[src/rtl/axi4lite_slave_regbank.sv]
// AXI4-Lite responder exposing a bank of read/write registers.
// Independent write (AW/W/B) and read (AR/R) FSMs, one transaction each in flight.
module axi4lite_slave_regbank #(
    parameter int G_DATA_WIDTH = 32,
    parameter int G_ADDR_WIDTH = 8,
    parameter int G_NB_REG     = 16
) (
    input  logic                             clk,
    input  logic                             rst,
    input  logic [G_ADDR_WIDTH-1:0]          awaddr,
    input  logic                             awvalid,
    output logic                             awready,
    input  logic [G_DATA_WIDTH-1:0]          wdata,
    input  logic [G_DATA_WIDTH/8-1:0]        wstrb,
    input  logic                             wvalid,
    output logic                             wready,
    output logic [1:0]                       bresp,
    output logic                             bvalid,
    input  logic                             bready,
    input  logic [G_ADDR_WIDTH-1:0]          araddr,
    input  logic                             arvalid,
    output logic                             arready,
    output logic [G_DATA_WIDTH-1:0]          rdata,
    output logic [1:0]                       rresp,
    output logic                             rvalid,
    input  logic                             rready,
    output logic [G_NB_REG*G_DATA_WIDTH-1:0] o_regs,
    output logic [G_NB_REG-1:0]              o_wr_pulse
);

    localparam int NB  = G_DATA_WIDTH / 8;
    localparam int LSB = $clog2(NB);

    typedef enum logic [1:0] {W_IDLE, W_HAVE_ADDR, W_HAVE_DATA, W_RESP} w_state_e;
    typedef enum logic {R_IDLE, R_RESP} r_state_e;

    w_state_e                w_state_q, w_state_d;
    r_state_e                r_state_q, r_state_d;
    logic                    en_q;
    logic [G_ADDR_WIDTH-1:0] awaddr_q, awaddr_d;
    logic [G_DATA_WIDTH-1:0] wdata_q, wdata_d;
    logic [NB-1:0]           wstrb_q, wstrb_d;
    logic [1:0]              bresp_q, bresp_d;
    logic [G_DATA_WIDTH-1:0] rdata_q, rdata_d;
    logic [1:0]              rresp_q, rresp_d;
    logic [G_DATA_WIDTH-1:0] regs_q [G_NB_REG];
    logic [G_DATA_WIDTH-1:0] regs_d [G_NB_REG];
    logic [G_NB_REG-1:0]     wr_pulse_q, wr_pulse_d;

    logic                    aw_hs, w_hs, ar_hs, commit, w_ok, r_ok;
    logic [G_ADDR_WIDTH-1:0] c_addr, w_idx, r_idx;
    logic [G_DATA_WIDTH-1:0] c_data;
    logic [NB-1:0]           c_strb;

    // en_q keeps the readies low until the first edge after reset release
    assign awready = en_q && (w_state_q == W_IDLE || w_state_q == W_HAVE_DATA);
    assign wready  = en_q && (w_state_q == W_IDLE || w_state_q == W_HAVE_ADDR);
    assign arready = en_q && (r_state_q == R_IDLE);
    assign bvalid  = (w_state_q == W_RESP);
    assign rvalid  = (r_state_q == R_RESP);
    assign bresp   = bresp_q;
    assign rdata   = rdata_q;
    assign rresp   = rresp_q;
    assign o_wr_pulse = wr_pulse_q;

    assign aw_hs = awvalid && awready;
    assign w_hs  = wvalid && wready;
    assign ar_hs = arvalid && arready;

    assign w_idx = c_addr >> LSB;
    assign w_ok  = (w_idx < G_ADDR_WIDTH'(G_NB_REG));
    assign r_idx = araddr >> LSB;
    assign r_ok  = (r_idx < G_ADDR_WIDTH'(G_NB_REG));

    always_comb begin
        w_state_d = w_state_q;
        awaddr_d  = awaddr_q;
        wdata_d   = wdata_q;
        wstrb_d   = wstrb_q;
        commit    = 1'b0;
        c_addr    = awaddr;
        c_data    = wdata;
        c_strb    = wstrb;
        unique case (w_state_q)
            W_IDLE: begin
                if (aw_hs && w_hs) begin
                    commit    = 1'b1;
                    w_state_d = W_RESP;
                end else if (aw_hs) begin
                    awaddr_d  = awaddr;
                    w_state_d = W_HAVE_ADDR;
                end else if (w_hs) begin
                    wdata_d   = wdata;
                    wstrb_d   = wstrb;
                    w_state_d = W_HAVE_DATA;
                end
            end
            W_HAVE_ADDR: begin
                c_addr = awaddr_q;
                if (w_hs) begin
                    commit    = 1'b1;
                    w_state_d = W_RESP;
                end
            end
            W_HAVE_DATA: begin
                c_data = wdata_q;
                c_strb = wstrb_q;
                if (aw_hs) begin
                    commit    = 1'b1;
                    w_state_d = W_RESP;
                end
            end
            W_RESP: begin
                if (bready) w_state_d = W_IDLE;
            end
        endcase
    end

    always_comb begin
        bresp_d    = bresp_q;
        regs_d     = regs_q;
        wr_pulse_d = '0;
        if (commit) begin
            bresp_d = w_ok ? 2'b00 : 2'b10;
            for (int k = 0; k < G_NB_REG; k++) begin
                if (w_ok && w_idx == G_ADDR_WIDTH'(k)) begin
                    wr_pulse_d[k] = |c_strb;
                    for (int b = 0; b < NB; b++) begin
                        if (c_strb[b]) regs_d[k][8*b +: 8] = c_data[8*b +: 8];
                    end
                end
            end
        end
    end

    // Read samples regs_q, so a same-edge write is not yet visible
    always_comb begin
        r_state_d = r_state_q;
        rdata_d   = rdata_q;
        rresp_d   = rresp_q;
        unique case (r_state_q)
            R_IDLE: begin
                if (ar_hs) begin
                    r_state_d = R_RESP;
                    rresp_d   = r_ok ? 2'b00 : 2'b10;
                    rdata_d   = '0;
                    for (int k = 0; k < G_NB_REG; k++) begin
                        if (r_ok && r_idx == G_ADDR_WIDTH'(k)) rdata_d = regs_q[k];
                    end
                end
            end
            R_RESP: begin
                if (rready) r_state_d = R_IDLE;
            end
        endcase
    end

    always_comb begin
        o_regs = '0;
        for (int k = 0; k < G_NB_REG; k++) begin
            o_regs[k*G_DATA_WIDTH +: G_DATA_WIDTH] = regs_q[k];
        end
    end

    always_ff @(posedge clk or posedge rst) begin
        if (rst) begin
            w_state_q  <= W_IDLE;
            r_state_q  <= R_IDLE;
            en_q       <= 1'b0;
            awaddr_q   <= '0;
            wdata_q    <= '0;
            wstrb_q    <= '0;
            bresp_q    <= '0;
            rdata_q    <= '0;
            rresp_q    <= '0;
            regs_q     <= '{default: '0};
            wr_pulse_q <= '0;
        end else begin
            w_state_q  <= w_state_d;
            r_state_q  <= r_state_d;
            en_q       <= 1'b1;
            awaddr_q   <= awaddr_d;
            wdata_q    <= wdata_d;
            wstrb_q    <= wstrb_d;
            bresp_q    <= bresp_d;
            rdata_q    <= rdata_d;
            rresp_q    <= rresp_d;
            regs_q     <= regs_d;
            wr_pulse_q <= wr_pulse_d;
        end
    end

endmodule

[config.mk]
export PLATFORM = sky130hd
export DESIGN_NAME = axi4lite_slave_regbank
export DESIGN_NICKNAME = d
export VERILOG_FILES = /design/src/rtl/axi4lite_slave_regbank.sv
export SDC_FILE = /design/constraint.sdc
export NUM_CORES = 1
export LEC_CHECK = 0
export ABC_CLOCK_PERIOD_IN_PS = 28700
export BUFFER_PORTS_ARGS = -buffer_cell sky130_fd_sc_hd__buf_4
export CAP_MARGIN = 20
export CORE_UTILIZATION = 25
export DETAILED_ROUTE_END_ITERATION = 12
export SLEW_MARGIN = 25
export SYNTH_ARGS = -nofsm -noshare
export SYNTH_HDL_FRONTEND = slang
export SYNTH_SLANG_ARGS = --single-unit
[constraint.sdc]
create_clock -name clk -period 28.7 [get_ports clk]
set_input_delay 4.305 -clock clk [delete_from_list [all_inputs] [get_ports clk]]
set_output_delay 4.305 -clock clk [all_outputs]
set_load 0.005 [all_outputs]
== Yosys cells after proc, flatten, opt, wreduce, memory -nomap -nowiden ==
Cells that the tools add are included.
Word-level totals
  register bits after elaboration: 612
  input port bits: 59
  output and inout port bits: 569
  word-level logic and storage cells: 281
Operators by class
  order comparisons: 2
  equality and inequality tests: 37
  mux-type cells: 52
  bitwise logic cells: 3
  reduce and logical (&&, ||, !) cells: 113
Operators by type and width (count)
  $mux W32: 17
  $reduce_and A3 Y1: 65
  $eq A6 B4 Y1 const B: 16
  $eq A6 B3 Y1 const B: 8
  $logic_and A1 B1 Y1: 39
  $eq A6 B2 Y1 const B: 4
  $mux W1: 21
  $logic_not A8 Y1: 2
  $mux W16: 1
  $mux W2: 8
  $eq A6 B1 Y1 const B: 2
  $lt A6 B5 Y1 const B: 2
  $mux W8: 1
  $pmux W2 S4: 1
  $reduce_and A4 Y1: 2
  $eq A2 B2 Y1 const B: 2
  $mux W4: 1
  $ne A2 B2 Y1 const B: 2
  $ne A4 B3 Y1 const B: 1
  $reduce_or A4 Y1: 1
  $not A1 Y1: 3
  $pmux W1 S3: 1
  $eq A2 B1 Y1 const B: 1
  $logic_not A2 Y1: 1
  4 further kinds: 5

== Longest topological paths before layout ==
  depth in word-level cells: 18
  mapped depth: 10
  mapped depth without buffers: 7

== Worst setup path before layout ==
OpenSTA, ideal clock, no wires.
  kind: input to register
  from: input araddr[7]
  to: register rdata_q[9], in the netlist rdata[9]
  setup time: 129 ps
  data arrival time: 6027 ps
  slack: 22544 ps
  cell stages on the path: 8
  buffers on the path: 3
  cell sequence: buf_2 -> or4b_1 -> buf_4 -> buf_6 -> a211o_1 -> o22ai_1 -> nor2_1 -> o41a_1
On the way
  cells in the longest elaborated chain, start to end: 18
  elaborated cells between the ends (all ways): 49
  those cells by class: order compare: 1; eq/ne: 15; mux: 16; reduce/logical: 17
RTL lines
  from (decl): line 20  | input logic [G_ADDR_WIDTH-1:0] araddr,
  $lt A6 B5 Y1 or $logic_not A8 Y1 (tied branches): line 73, 148
  $logic_and A1 B1 Y1: line 148  | if (r_ok && r_idx == G_ADDR_WIDTH'(k)) rdata_d = regs_q[k];
  $mux W32 (15 in a row): line 148
  $mux W32 *: line 148
  to (signal assigned): line 186  | rdata_q <= rdata_d;
  to (decl): line 44  | logic [G_DATA_WIDTH-1:0] rdata_q, rdata_d;
Every way passes the cells marked *; elsewhere a longest branch is shown, timed or not.
A chain may end at the register's enable or synchronous reset.

==> results.toml <==
[status]
status = "completed"

[setup_path]
end_kind = "asynchronous set/reset pin"
r2r_end = "o_regs[288]$_DFFE_PP0P_"
path_cells = "buf_4 > inv_8 > buf_4 > buf_4 > buf_4 > buf_4"
arrival_ps = 8140
slowest_delay_ps = 790
reg2reg_depth = 7
path_class = "in -> async"
cp_common_cell = "buf_4"
crit_buf_inv = 6
r2r_start = "w_state_q[1]$_DFFE_PP0P_"
r2r_slack_ps = 24870
path_delay_family = "buffers and inverters"
cp-start-kind = "input port"
cp_slowest_cell = "buf_4"
crit_fanout = 101
worst_ep_required_time_ps = 29340

[sta]
skew_ps = 18.87
hold_violations = 0
fin_crit_ps = 7501
drv_slew = 0
setup_tns_ps = 0
rsz0062_at_grt = "no"
fin_crit_sh_pct = 26.14
relSlewSlack_pct = 16.56
fin_ws_ps = 21200
tightest_slew_ps = 1244
fmax_mhz = 133.3
setup_violations = 0

[pwr]
sw_frac_of_total_pct = 32.99
pwr-share-clk_pct = 35.0
vdd_drop_max_mv = 0.05218
pwr-share-comb_pct = 25.0
leakage_nw = 18.42
power_frac_seq_pct = 39.9
p_switching_w = 0.0008984
internal-power_w = 0.001825
p_per_area_nw_per_um2 = 73.15

[synth]
synth_top_area_cell = "dfrtp_1"
synth.area.top_cells = "dfrtp_1 (53%), mux2_2 (24%), buf_2 (1.6%), mux4_2 (1.5%), or2_1 (1.4%)"
synth.top_cell.area_share_pct = 53.16
syn-cell-area_um2 = 28620
ys_seq_area_share_pct = 53.16
synthArstFlopShare_pct = 100.0
synth_seq_cells = 608
synth_area_per_cell_um2 = 12.65
netlist_instances = 2262
synth_edf_count = 0
ys.flop_type = "dfrtp_1"
yosysWarnings = 0
synth_cell_types = 77

[clock_network]
cts_hold_buf = 0
ctsLongestPathBuffers = 3
cts_resized = 0
clk_transition_reported_paths_ps = 60
cts_sinks = 608
cts_buffers = 74
cts-root-buf = "clkbuf_16"
postCtsSetupBuffers = 0
clk_latency_ps = 650
cts_tree = "done"
cts-htree-levels = 3

[floorplanning]
dieArea_um2 = 115800
ios = 628
core_area_um2 = 113000
die_h_um = 340.4
start_util_pct = 25.34
dieWidth_um = 340.4
num_rows = 123

[final_layout]
most-common-layout-cells = "buf_4 (672), mux2_2 (610), dfrtp_1 (608), nor2_1 (95), clkbuf_16 (76)"
syn2layout_area_growth_pct = 30.09
final_common_cell = "buf_4"
drive_gt1_share_pct = 50.54
fin_nets = 2876

[placement]
post-dp-hpwl_um = 111400
post-place-ws_ps = 20360
place.gp.congestion = 0.8659
port_buffers = 621

[route]
wl_um = 152600
drcViolationCount = 0
top_layer = "met5"
met2_length_um = 71790
antenna_left = 0
viasPerCell = 5.280
dr_wl_met3_um = 13730
dr_total_vias = 23140
m1WireLength_um = 62560
avgRoutedWirePerCell_um = 34.81
drt_pass1_iterations = 5
drt_iter0_markers = 2022

[worst_hold_path]
min-delay-start = "awaddr_q[7]$_DFFE_PP0P_"
holdPathStages = 1
min-delay-path-class = "reg -> reg"
worst_hold_path.endpoint = "awaddr_q[7]$_DFFE_PP0P_"

[flow_run]
max_cap_viol_count = 0

[grt]
grt_pass1_vias = 22760
grt_first_pass_wirelength_um = 203300
track_usage_pct = 25.54
grt_overflow = 0
grt_max_degree = 102
antenna_found_initial = 21
==> power by group through the flow <==
stage	Sequential, W	Clock [W]	Combinational, W
floorplan	0.00107	0	0.000319
global placement	0.00109	0	0.000674
detailed placement	0.00110	0	0.000683
CTS	0.00108	0.000971	0.000685
global route	0.00110	0.00100	0.000722
finish	0.00109	0.000954	0.000682
==> stage by stage <==
step	utilization [%]	power, W	hold slack [ps]	cells	instance area, µm²
2_1_floorplan	-	0.001392	471.0	2263	28630
5_1_grt	32.93	0.002823	511.1	4368	37200
3_5_place_dp	30.76	0.001782	487.8	4236	34750
3_3_place_gp	30.76	0.001768	472.7	4236	34740
4_1_cts	32.92	0.002740	500.2	4365	37190
6_report	32.96	0.002724	499.2	4383	37230
==> registers in the layout, summed over array words and instances (netlist names) <==
register	flops
awaddr_q	6
bresp	1
en_q	1
o_regs	512
o_wr_pulse	16
rdata	32
rresp	1
rvalid	1
w_state_q	2
wdata_q	32
wstrb_q	4
==> cells in the mapped netlist, types with 4 or more instances <==
| library cell | count |
|---|---|
| a211o_1 | 5 |
| dfrtp_1 | 608 |
| o22ai_1 | 28 |
| o21ai_0 | 66 |
| nor2_1 | 99 |
| nor4_1 | 10 |
| a31o_2 | 6 |
| ha_1 | 5 |
| o211ai_1 | 11 |
| o2bb2ai_1 | 4 |
| a221o_1 | 26 |
| or2_1 | 63 |
| and3_1 | 17 |
| o221ai_1 | 4 |
| mux4_2 | 19 |
| nand3b_1 | 9 |
| buf_4 | 5 |
| o21a_1 | 9 |
| buf_1 | 8 |
| o32ai_1 | 7 |
| or3_1 | 10 |
| o31ai_1 | 6 |
| a211oi_1 | 17 |
| nand2_1 | 75 |
| a22o_1 | 25 |
| a21o_1 | 5 |
| mux2i_1 | 24 |
| buf_2 | 93 |
| and2_1 | 6 |
| mux2_2 | 610 |
| a21boi_0 | 4 |
| a221oi_1 | 29 |
| clkbuf_1 | 93 |
| nand3_1 | 25 |
| inv_1 | 12 |
| a2bb2oi_1 | 8 |
| nor4b_1 | 5 |
| or3b_2 | 5 |
| nand2b_1 | 12 |
| a2111o_1 | 5 |
| a31oi_1 | 8 |
| a22oi_1 | 25 |
| nor2b_1 | 5 |
| a21oi_1 | 68 |
| nor3_1 | 21 |
==> metal layers <==
| metal | GRT usage [%] | vias up |
|---|---|---|
| met3 | 7.317 | 212 |
| met5 | 0 | - |
| met4 | 7.848 | 2 |
| met1 | 32.88 | 12300 |
| li1 | - | 9488 |
| met2 | 41.25 | 1141 |
==> worst max-delay path by stage <==
stage / slack [ps] / cells past startpoint / endpoint / startpoint
floorplan: 7370 / 1 / awaddr_q[2]$_DFFE_PP0P_ / rst
CTS: 21070 / 6 / o_regs[112]$_DFFE_PP0P_ / rst
global route: 20610 / 6 / wdata_q[18]$_DFFE_PP0P_ / rst
global placement: 20340 / 6 / wdata_q[17]$_DFFE_PP0P_ / rst
finish: 21200 / 6 / o_regs[48]$_DFFE_PP0P_ / rst
detailed placement: 20360 / 6 / o_regs[112]$_DFFE_PP0P_ / rst
==> cell families (layout without fill, tap and decap cells) <==
kind of cell	after synthesis	after routing	share of synthesized area [%]
other	2	21	0.02624
adder cells (fa/ha/maj)	5	5	0.2186
multiplexers	653	653	26.33
flip-flops	608	608	53.16
AND/OR/NAND/NOR	387	387	7.121
AO/OA/AOI/OAI	393	393	9.810
buffers and inverters	214	816	3.331
==> cell type report <==
| class | count | area [µm²] |
|---|---|---|
| fillers | 11530 | 75730 |
| flip-flops and latches | 608 | 15210 |
| multi-input cells | 1441 | 12520 |
| repair buffers | 674 | 5076 |
| clock buffers | 113 | 2231 |
| well taps | 1500 | 1877 |
| clock inverters | 16 | 211.5 |
| inverters | 13 | 56.30 |
| diodes | 18 | 45.04 |
==> worst reg2reg max path, stage by stage, from the launching register on <==
cell	delay, ps
dfrtp_1	410
inv_1	120
ha_1	540
or3b_2	590
a22oi_1	330
nand2_1	490
or2_1	760
mux2_2	460
Power figures use the tool's default switching activity.
